<file path="src/rtl/ws2812_pkg.sv">
// Shared types and default constants for the multi-channel WS2812/SK6812 driver.
// Defaults target a 25 MHz clock driving 800 kHz strips.
package ws2812_pkg;

  // Per-channel serialiser state
  typedef enum logic [1:0] {
    ST_IDLE,
    ST_HIGH,
    ST_LOW,
    ST_LATCH
  } state_e;

  // Default bit timing in clk cycles at 25 MHz
  localparam int DEF_TBIT   = 31;
  localparam int DEF_T0H    = 10;
  localparam int DEF_T1H    = 20;
  localparam int DEF_TRESET = 1250;

  // Legal pixel widths: GRB (WS2812) and GRBW (SK6812)
  localparam int BPP_GRB  = 24;
  localparam int BPP_GRBW = 32;

endpackage

</file>
<file path="src/rtl/ws2812_chan.sv">
// One WS2812 output channel: pixel FIFO, bit-timing FSM and shift register.
// The FIFO is popped straight into the shifter, either from IDLE or at the
// end of the last bit of a pixel so consecutive pixels run without a gap.
module ws2812_chan
  import ws2812_pkg::*;
#(
  parameter int BPP    = BPP_GRB,
  parameter int DEPTH  = 8,
  parameter int TBIT   = DEF_TBIT,
  parameter int T0H    = DEF_T0H,
  parameter int T1H    = DEF_T1H,
  parameter int TRESET = DEF_TRESET
) (
  input  logic           clk,
  input  logic           reset,
  input  logic           wr_en_i,
  input  logic [BPP-1:0] pixel_i,
  input  logic           invert_i,
  output logic           full_o,
  output logic           empty_o,
  output logic           busy_o,
  output logic           ovf_o,
  output logic           dout_o
);

  localparam int AW   = $clog2(DEPTH);
  localparam int CNTW = AW + 1;
  localparam int CW   = $clog2(TRESET);
  localparam int BW   = $clog2(BPP);

  // FIFO storage and bookkeeping
  logic [BPP-1:0]  mem_q [DEPTH];
  logic [AW-1:0]   wr_ptr_q;
  logic [AW-1:0]   rd_ptr_q;
  logic [CNTW-1:0] count_q;
  logic [CNTW-1:0] count_d;
  logic            full_q;
  logic            empty_q;
  logic            ovf_q;
  logic            push;
  logic            pop;
  logic [BPP-1:0]  rd_data;

  // Serialiser state
  state_e          state_q;
  logic [CW-1:0]   cyc_q;
  logic [BW-1:0]   bitcnt_q;
  logic [BPP-1:0]  shift_q;
  logic            dout_q;
  logic [CW-1:0]   hi_last;
  logic            frame_end;

  // Full is judged before any pop in the same cycle, so a write to a full
  // FIFO is always dropped even if a pixel leaves at that edge.
  assign push    = wr_en_i && !full_q;
  assign rd_data = mem_q[rd_ptr_q];

  // Last cycle of the last bit of the current pixel
  assign frame_end = (state_q == ST_LOW) && (cyc_q == CW'(TBIT - 1)) && (bitcnt_q == '0);
  assign pop       = !empty_q && ((state_q == ST_IDLE) || frame_end);

  // Final cycle of the high phase depends on the bit being sent
  assign hi_last = shift_q[BPP-1] ? CW'(T1H - 1) : CW'(T0H - 1);

  // Occupancy after this cycle's push/pop
  always_comb begin
    count_d = count_q;
    case ({push, pop})
      2'b10:   count_d = count_q + CNTW'(1);
      2'b01:   count_d = count_q - CNTW'(1);
      default: count_d = count_q;
    endcase
  end

  // Pixel storage; no reset so it can map onto RAM
  always_ff @(posedge clk) begin
    if (push) begin
      mem_q[wr_ptr_q] <= pixel_i;
    end
  end

  // FIFO pointers and registered status flags
  always_ff @(posedge clk) begin
    if (!reset) begin
      wr_ptr_q <= '0;
      rd_ptr_q <= '0;
      count_q  <= '0;
      full_q   <= 1'b0;
      empty_q  <= 1'b1;
      ovf_q    <= 1'b0;
    end else begin
      if (push) begin
        wr_ptr_q <= wr_ptr_q + AW'(1);
      end
      if (pop) begin
        rd_ptr_q <= rd_ptr_q + AW'(1);
      end
      count_q <= count_d;
      full_q  <= (count_d == CNTW'(DEPTH));
      empty_q <= (count_d == '0);
      if (wr_en_i && full_q) begin
        ovf_q <= 1'b1;
      end
    end
  end

  // Bit-timing FSM; cyc_q is shared by the high, low and latch phases and
  // dout is registered from the current state, one cycle behind it.
  always_ff @(posedge clk) begin
    if (!reset) begin
      state_q  <= ST_IDLE;
      cyc_q    <= '0;
      bitcnt_q <= '0;
      shift_q  <= '0;
      dout_q   <= invert_i;
    end else begin
      dout_q <= (state_q == ST_HIGH) ^ invert_i;
      case (state_q)
        ST_IDLE: begin
          if (pop) begin
            shift_q  <= rd_data;
            bitcnt_q <= BW'(BPP - 1);
            cyc_q    <= '0;
            state_q  <= ST_HIGH;
          end
        end
        ST_HIGH: begin
          if (cyc_q == hi_last) begin
            state_q <= ST_LOW;
          end
          cyc_q <= cyc_q + CW'(1);
        end
        ST_LOW: begin
          if (cyc_q == CW'(TBIT - 1)) begin
            cyc_q <= '0;
            if (bitcnt_q != '0) begin
              shift_q  <= shift_q << 1;
              bitcnt_q <= bitcnt_q - BW'(1);
              state_q  <= ST_HIGH;
            end else if (pop) begin
              shift_q  <= rd_data;
              bitcnt_q <= BW'(BPP - 1);
              state_q  <= ST_HIGH;
            end else begin
              state_q <= ST_LATCH;
            end
          end else begin
            cyc_q <= cyc_q + CW'(1);
          end
        end
        ST_LATCH: begin
          if (cyc_q == CW'(TRESET - 1)) begin
            cyc_q   <= '0;
            state_q <= ST_IDLE;
          end else begin
            cyc_q <= cyc_q + CW'(1);
          end
        end
        default: begin
          state_q <= ST_IDLE;
          cyc_q   <= '0;
        end
      endcase
    end
  end

  assign full_o  = full_q;
  assign empty_o = empty_q;
  assign ovf_o   = ovf_q;
  assign busy_o  = (state_q != ST_IDLE);
  assign dout_o  = dout_q;

endmodule

</file>
<file path="src/rtl/ws2812_multi.sv">
// Multi-channel WS2812/SK6812 strip driver: decodes host writes onto
// CHANNELS independent serialisers and gathers their status and outputs.
// Optional feature macro WS2812_INVERT_EN adds a static per-channel
// 'invert' input that flips each serial output (including its idle level).
module ws2812_multi
  import ws2812_pkg::*;
#(
  parameter int CHANNELS = 4,
  parameter int BPP      = BPP_GRB,
  parameter int DEPTH    = 8,
  parameter int TBIT     = DEF_TBIT,
  parameter int T0H      = DEF_T0H,
  parameter int T1H      = DEF_T1H,
  parameter int TRESET   = DEF_TRESET
) (
  input  logic                clk,
  input  logic                reset,
  input  logic                wr_en,
  input  logic [2:0]          wr_chan,
  input  logic [31:0]         wr_data,
`ifdef WS2812_INVERT_EN
  input  logic [CHANNELS-1:0] invert,
`endif
  output logic [CHANNELS-1:0] full,
  output logic [CHANNELS-1:0] empty,
  output logic [CHANNELS-1:0] busy,
  output logic [CHANNELS-1:0] ovf,
  output logic [CHANNELS-1:0] dout
);

  logic [CHANNELS-1:0] invert_w;
  logic [BPP-1:0]      pixel;
  logic                unused_wr_data;

  // Pixels are left-aligned; low bits are ignored for 24-bit pixels
  assign pixel          = wr_data[31 -: BPP];
  assign unused_wr_data = ^wr_data;

`ifdef WS2812_INVERT_EN
  assign invert_w = invert;
`else
  assign invert_w = '0;
`endif

  // One serialiser per channel; channel numbers beyond CHANNELS match none
  for (genvar gi = 0; gi < CHANNELS; gi++) begin : g_chan
    logic chan_wr;
    assign chan_wr = wr_en && (wr_chan == 3'(gi));

    ws2812_chan #(
      .BPP    (BPP),
      .DEPTH  (DEPTH),
      .TBIT   (TBIT),
      .T0H    (T0H),
      .T1H    (T1H),
      .TRESET (TRESET)
    ) u_chan (
      .clk      (clk),
      .reset    (reset),
      .wr_en_i  (chan_wr),
      .pixel_i  (pixel),
      .invert_i (invert_w[gi]),
      .full_o   (full[gi]),
      .empty_o  (empty[gi]),
      .busy_o   (busy[gi]),
      .ovf_o    (ovf[gi]),
      .dout_o   (dout[gi])
    );
  end

endmodule

</file>
<file path="config.mk">
export PLATFORM = sky130hd
export DESIGN_NAME = ws2812_multi
export DESIGN_NICKNAME = d
export VERILOG_FILES = /design/src/rtl/ws2812_pkg.sv /design/src/rtl/ws2812_chan.sv /design/src/rtl/ws2812_multi.sv
export SDC_FILE = /design/constraint.sdc
export NUM_CORES = 1
export LEC_CHECK = 0
export ABC_AREA = 0
export ABC_CLOCK_PERIOD_IN_PS = 4200
export BUFFER_PORTS_ARGS = -buffer_cell sky130_fd_sc_hd__buf_2
export CAP_MARGIN = 40
export CORE_ASPECT_RATIO = 0.7
export CORE_MARGIN = 2
export CORE_UTILIZATION = 56
export DETAILED_ROUTE_END_ITERATION = 6
export PLACE_DENSITY = 0.75
export RECOVER_POWER = 50
export SLEW_MARGIN = 20
export SYNTH_ARGS = -nofsm -noshare
export SYNTH_HDL_FRONTEND = slang
export SYNTH_SLANG_ARGS = --single-unit
</file>
<file path="constraint.sdc">
create_clock -name clk -period 4.2 [get_ports clk]
set_input_delay 0.42 -clock clk [delete_from_list [all_inputs] [get_ports clk]]
set_output_delay 0.42 -clock clk [all_outputs]
set_load 0.01 [all_outputs]
</file>
=== After elaboration in Yosys (flattened, before gate mapping) ===
Memories as Yosys holds them, arrays and structs flattened. A register that Yosys moved wholly into a read port is not among the register bits.
Index checks and enable logic that the tools add are counted.

* RAM bits: 768
* Flip-flop bits (word level): 224
* Word-level logic and storage cells: 296
* Output and inout bits: 20
* Input port bits: 38
* Memories: 4

{| class="wikitable"
|+ Memories
! memory !! words !! width !! read ports !! clocked after Yosys merged registers in !! wr ports !! RTL line !! source
|-
| g_chan[0].u_chan.mem_q || 8 || 24 || 1 || 1 || 1 || ws2812_chan.sv:32 || <nowiki>logic [BPP-1:0] mem_q [DEPTH];</nowiki>
|-
| g_chan[1].u_chan.mem_q || 8 || 24 || 1 || 1 || 1 || ws2812_chan.sv:32 ||
|-
| g_chan[2].u_chan.mem_q || 8 || 24 || 1 || 1 || 1 || ws2812_chan.sv:32 ||
|-
| g_chan[3].u_chan.mem_q || 8 || 24 || 1 || 1 || 1 || ws2812_chan.sv:32 ||
|}

* Muxes and demuxes: 100
* Reduce and logical (&&, ||, !) cells: 69
* $add $sub $neg: 24
* Equality and inequality tests: 55

{| class="wikitable"
|+ Operators with widths
! kind !! number
|-
| $mux 24 || 12
|-
| $pmux 24 s2 || 4
|-
| $pmux 11 s4 || 4
|-
| $mux 11 || 12
|-
| $mux 5 || 16
|-
| $mux 2 || 24
|-
| $add 11x1->11 const B || 4
|-
| $eq 11x11->1 || 4
|-
| $eq 11x11->1 const B || 4
|-
| $eq 11x5->1 const B || 4
|-
| $pmux 5 s2 || 4
|-
| $pmux 2 s4 || 4
|-
| $pmux 4 s2 || 4
|-
| $add 3x1->3 const B || 8
|-
| $eq 2x2->1 const B || 12
|-
| $logic_and 1x1->1 || 24
|-
| $mux 3 || 8
|-
| $logic_not 5->1 || 4
|-
| $reduce_bool 5->1 || 4
|-
| $sub 5x1->5 const B || 4
|-
| $add 4x1->4 const B || 4
|-
| $eq 2x1->1 const B || 8
|-
| $eq 4x4->1 const B || 4
|-
| $logic_not 4->1 || 4
|-
| 13 further kinds || 64
|}

=== Logic depth before layout (Yosys ltp) ===
* Depth after elaboration: 9
* Depth in mapped cells: 15
* Depth with buffers taken out: 14

=== Cells and area by module ===
A second synthesis with hierarchy kept.

* Cell total of the unflattened synthesis: 2,403
* Area, all modules: 40,177.3 um^2

{| class="wikitable"
|+ Modules (own cells, without submodules)
! module !! area an instance (um^2) !! instances !! cells an instance !! sequential area each (um^2)
|-
| ws2812_chan at g_chan[1].u_chan ... || 10,141.0 || 2 || 607 || 6,946.7
|-
| ws2812_chan at g_chan[0].u_chan ... || 9,920.8 || 2 || 592 || 6,946.7
|-
| ws2812_multi || 53.8 || 1 || 5 || 0.0
|}

=== Least setup slack after synthesis ===
OpenSTA, ideal clock, no wires.

* Path type: input-to-reg
* Start: in wr_chan[2]
* End: mem g_chan[0].u_chan.mem_q[0][0] in the netlist's numbering (enable)
* Data arrival time: 3,644 ps
* Data required time: 3,734 ps
* Library setup time: 466 ps
* Buffers on the path: 0
* Setup slack: 90 ps
* Stages: 4
* Path through: nand2b_1 > nor4_1 > inv_1 > nor4_1

* Cells in the longest elaborated chain, start to end: 5

{| class="wikitable"
|+ RTL lines
! what !! RTL line !! source
|-
| start: declaration || ws2812_multi.sv:19 || <nowiki>input logic [2:0] wr_chan,</nowiki>
|-
| $logic_not 3->1 || ws2812_multi.sv:48 || <nowiki>assign chan_wr = wr_en && (wr_chan == 3'(gi));</nowiki>
|-
| $logic_and 1x1->1 || ws2812_multi.sv:48 ||
|-
| $logic_and 1x1->1 || ws2812_chan.sv:55 || <nowiki>assign push = wr_en_i && !full_q;</nowiki>
|-
| $mux 1 || ws2812_chan.sv:77 || <nowiki>if (push) begin</nowiki>
|-
| $mux 1 (not written as such) || ws2812_chan.sv:78 || <nowiki>mem_q[wr_ptr_q] <= pixel_i;</nowiki>
|-
| end: declaration || ws2812_chan.sv:32 ||
|}

No other way between the ends.

=== Worst setup path after layout ===
* Start: reg g_chan[3].u_chan.bitcnt_q[0]
* End: reg g_chan[3].u_chan.full_q

* Cells in the longest elaborated chain, start to end: 7
* Elaborated cells between the ends (all ways): 8
* Those cells by class: eq/ne (3); mux (1); reduce/logical (4)

{| class="wikitable"
|+ RTL lines
! what !! RTL line !! source
|-
| start: declaration || ws2812_chan.sv:47 || <nowiki>logic [BW-1:0] bitcnt_q;</nowiki>
|-
| start signal: assignment || ws2812_chan.sv:122 || <nowiki>bitcnt_q <= BW'(BPP - 1);</nowiki>
|-
| start signal: assignment || ws2812_chan.sv:138 || <nowiki>bitcnt_q <= bitcnt_q - BW'(1);</nowiki>
|-
| start signal: assignment || ws2812_chan.sv:142 || <nowiki>bitcnt_q <= BW'(BPP - 1);</nowiki>
|-
| $logic_not 5->1 (*) || ws2812_chan.sv:59 || <nowiki>assign frame_end = (state_q == ST_LOW) && (cyc_q == CW'(TBIT - 1)) && (bitcnt_q == '0);</nowiki>
|-
| $logic_and 1x1->1 (*) || ws2812_chan.sv:59 ||
|-
| $logic_or 1x1->1 (*) || ws2812_chan.sv:60 || <nowiki>assign pop = !empty_q && ((state_q == ST_IDLE) || frame_end);</nowiki>
|-
| $logic_and 1x1->1 (*) || ws2812_chan.sv:60 ||
|-
| $eq 2x1->1 or $eq 2x2->1 (tied branches) || ws2812_chan.sv:68 || <nowiki>case ({push, pop})</nowiki>
|-
| $pmux 4 s2 (*) || ws2812_chan.sv:68 ||
|-
| $eq 4x4->1 (*) || ws2812_chan.sv:99 || <nowiki>full_q <= (count_d == CNTW'(DEPTH));</nowiki>
|-
| end signal: assignment || ws2812_chan.sv:99 ||
|-
| end: declaration || ws2812_chan.sv:37 || <nowiki>logic full_q;</nowiki>
|}

Mark *: on every way between the ends. The rest lies on a longest branch, timed or not.
A chain may end at the register's enable or synchronous reset.

==> flow_metrics.py <==
metrics = {
    "die": {
        "num_io_pins": 58,
        "core_area_um2": 70000,
        "floorplan.initialDensity_pct": 56.8,
        "die_area_um2": 73200,
        "die_h_um": 227,
        "rows": 81,
        "die_width_um": 323,
    },
    "route": {
        "drt-pass1-iter-count": 5,
        "routed_wl_mm": 84.7,
        "routedWlPerCell_um": 24.1,
        "viasPerCell": 6.25,
        "drtIter0Drc": 2681,
        "vias": 21962,
        "drc": 0,
        "ant_nets": 0,
    },
    "grt": {
        "grt_pass1_vias": 22051,
        "grt_use_total_pct": 23.6,
        "met1_usage_pct": 33.3,
        "grt_max_degree": 63,
        "grt_pass1_wl_mm": 130,
        "overflow": 0,
        "gr-usage-met3_pct": 4.31,
        "antenna_found_initial": 6,
        "grtUsageMet2_pct": 38.1,
        "grt.busiest_layer": "met2",
    },
    "synthesis": {
        "synth_edf_count": 768,
        "postSynthAreaPerCell_um2": 16.5,
        "async_reset_ff_share_pct": 0,
        "ys.warnings.count": 0,
        "synth_flop_cell": "edfxtp_1",
        "synth_area_um2": 39800,
        "yosysSeqAreaShare_pct": 69.8,
        "ys_seq_elements": 1004,
        "synth_cell_type_count": 74,
        "syn-num-nets": 2485,
        "syn_inst": 2407,
    },
    "timing": {
        "drv_slew": 954,
        "hold_violations": 0,
        "max-slew-margin-rel_pct": -20.1,
        "fmax_ghz": 0.290,
        "rsz0062_at_grt": "false",
        "finalSetupViolations": 0,
        "tns_ns": 0,
        "period_share_pct": 82.1,
        "clock-skew-final_ns": 0.0231,
        "worst_pin_slew_ns": 1.80,
        "fin_crit_ns": 3.45,
        "fin_ws_ns": 0.753,
    },
    "placed_design": {
        "dpl_cell_area_um2": 41400,
        "port_buffers": 49,
        "dpl.hpwl_mm": 48.4,
        "gp_congestion": 0.856,
        "place_worst_setup_slack_ns": 0.795,
    },
    "critical_path": {
        "cp_top_family": "simple AND/OR/NAND/NOR gates",
        "cp_max_fo": 5,
        "slowest_stage": "or4b_2",
        "timing.critical_path.cells": "inv_1, ha_1, or4b_2, o41ai_1, and2_1, ha_1, xor2_1, ha_1, a21oi_1, xor2_1, nor2_1, xnor2_1, and4b_1",
        "required_ns": 4.79,
        "cpMostUsedCell": "ha_1",
        "crit_path_start_kind": "flip-flop",
        "slowest_delay_ns": 0.59,
        "worst-setup-path-type": "reg2reg",
        "critPathBufInv": 1,
        "endpoint_kind": "flip-flop",
        "cp.arrival_ns": 4.04,
    },
    "power": {
        "finalPower_mw": 24.5,
        "total_leakage_power_nw": 14.0,
        "p_int_mw": 18.1,
        "seqPwrFrac_pct": 48.7,
        "comb_power_share_pct": 17.0,
        "powerDensity_nw_per_um2": 552,
        "p_sw_share_pct": 26.0,
        "peakVddDrop_mv": 0.409,
        "p_sw_mw": 6.38,
        "clkPwrFrac_pct": 34.3,
    },
    "clocking": {
        "cts_buffers": 91,
        "cts_resized": 0,
        "ctsHoldBuffers": 0,
        "path_clk_slew_ns": 0.06,
        "post_cts_buffers": 0,
        "htree_levels": 3,
        "root_buffer": "clkbuf_16",
        "clk_latency_ns": 0.65,
        "clock_path_buffers": 3,
        "clock_sinks": 1004,
        "tritoncts": "built",
    },
    "outcome": {
        "violations": "capacitance limit, slew limit",
        "outcome": "complete, but fails checks",
    },
    "layout": {
        "final_cell_mix": "edfxtp_1 (768), dfxtp_1 (228), mux4_2 (192)",
        "layout_commonest_cell": "edfxtp_1",
        "final_area_um2": 44400,
        "fillers": 4771,
        "area_growth_pct": 11.6,
        "multiInputGateArea_um2": 11200,
        "register_area_um2": 27800,
        "drive_gt1_share_pct": 18.9,
        "nets": 2557,
    },
    "min_path": {
        "hp-class": "in2reg",
    },
    "job": {
        "drv_cap": 30,
    },
}
[logic make-up after synthesis]
kind of cell / Yosys count / synth area share, %
fa+ha+maj: 40 / 1.26
xor+xnor: 32 / 0.704
buf+inv: 212 / 2.42
mux: 299 / 13.6
compound gates: 382 / 6.56
flops: 1004 / 69.8
simple gates: 438 / 5.66
[metrics by stage]
stage,hold slack [ns],util (%),std cells
after global routing,0.177,63.4,3511
after CTS,0.156,63.5,3509
after global placement,0.449,58.9,3330
after floorplan,0.437,-,2407
after detailed placement,0.457,59.1,3338
final,0.200,63.4,3512
[registers in the layout, summed over array words and instances, names as in the netlist, named ones only]
register                flops
g_chan.u_chan.rd_ptr_q     12
g_chan.u_chan.dout_o        4
g_chan.u_chan.mem_q       768
g_chan.u_chan.wr_ptr_q     12
g_chan.u_chan.state_q       8
g_chan.u_chan.bitcnt_q     20
g_chan.u_chan.count_q      16
g_chan.u_chan.ovf_o         4
g_chan.u_chan.empty_o       4
g_chan.u_chan.cyc_q        44
g_chan.u_chan.full_o        4
g_chan.u_chan.shift_q      96
[layout make-up]
type,instances,share of cell area (%)
flip-flops and latches,1004,62.6
multi-input cells,1191,25.2
clock buffers,120,5.74
well taps,954,2.69
repair buffers,127,2.05
clock inverters,51,1.14
inverters,64,0.544
diodes,1,0.00564
[worst min-delay path, stage by stage]
cell and delay [ns]:
buf_2 0.14, nor2_1 0.06, a21oi_1 0.13, nor2_1 0.05
[final timing paths]
| path | start | end | slack (ns) | cells past startpoint |
|---|---|---|---|---|
| setup / recovery | g_chan[3].u_chan.bitcnt_q[0] | g_chan[3].u_chan.full_o | 0.75 | 13 |
| hold / removal | wr_chan[0] | g_chan[2].u_chan.ovf_o | 0.20 | 4 |
| setup reg to reg | g_chan[3].u_chan.bitcnt_q[0] | g_chan[3].u_chan.full_o | 0.75 | 13 |
| hold reg to reg | g_chan[3].u_chan.shift_q[19] | g_chan[3].u_chan.shift_q[19] | 0.46 | 2 |
[power groups by stage]
stage	Combinational, mW	Sequential, mW	Clock, mW
final	4.17	11.9	8.39
after global routing	4.56	12.0	8.89
after CTS	4.19	11.9	8.55
after detailed placement	4.14	12.1	0
after global placement	3.57	12.4	0
after floorplan	3.44	11.7	0
[metal layers]
layer | up-vias | wire length, um
li1 | 9720 | -
met1 | 11248 | 35800
met2 | 849 | 40200
met3 | 139 | 6620
met4 | 6 | 1950
met5 | - | 33
[synthesized netlist by cell type (6+ instances only)]
cell / count / area, um2
nor4_1: 12 / 75.1
a21oi_1: 95 / 475
o22ai_1: 6 / 37.5
nand4_1: 9 / 56.3
o211a_1: 6 / 60.1
buf_4: 20 / 150
nand2b_1: 30 / 188
xnor2_1: 14 / 123
o221ai_1: 45 / 394
or3_1: 6 / 37.5
xor2_1: 18 / 158
mux4_2: 192 / 4320
nor3_1: 66 / 330
a21o_1: 10 / 75.1
a31oi_1: 20 / 125
edfxtp_1: 768 / 23100
buf_2: 19 / 95.1
o21ai_0: 79 / 395
ha_1: 40 / 500
nor2_1: 102 / 383
a211o_1: 6 / 52.6
nand2_1: 91 / 342
inv_1: 61 / 229
a211oi_1: 32 / 240
buf_6: 9 / 101
dfxtp_1: 236 / 4720
buf_1: 22 / 82.6
mux2i_1: 103 / 1030
nor4b_1: 7 / 61.3
clkbuf_1: 78 / 293
nand3_1: 32 / 160
and2_1: 12 / 75.1
a221oi_1: 24 / 210
and3_1: 22 / 138
nand3b_1: 11 / 82.6
No activity file was read; power rests on OpenSTA's default activity.
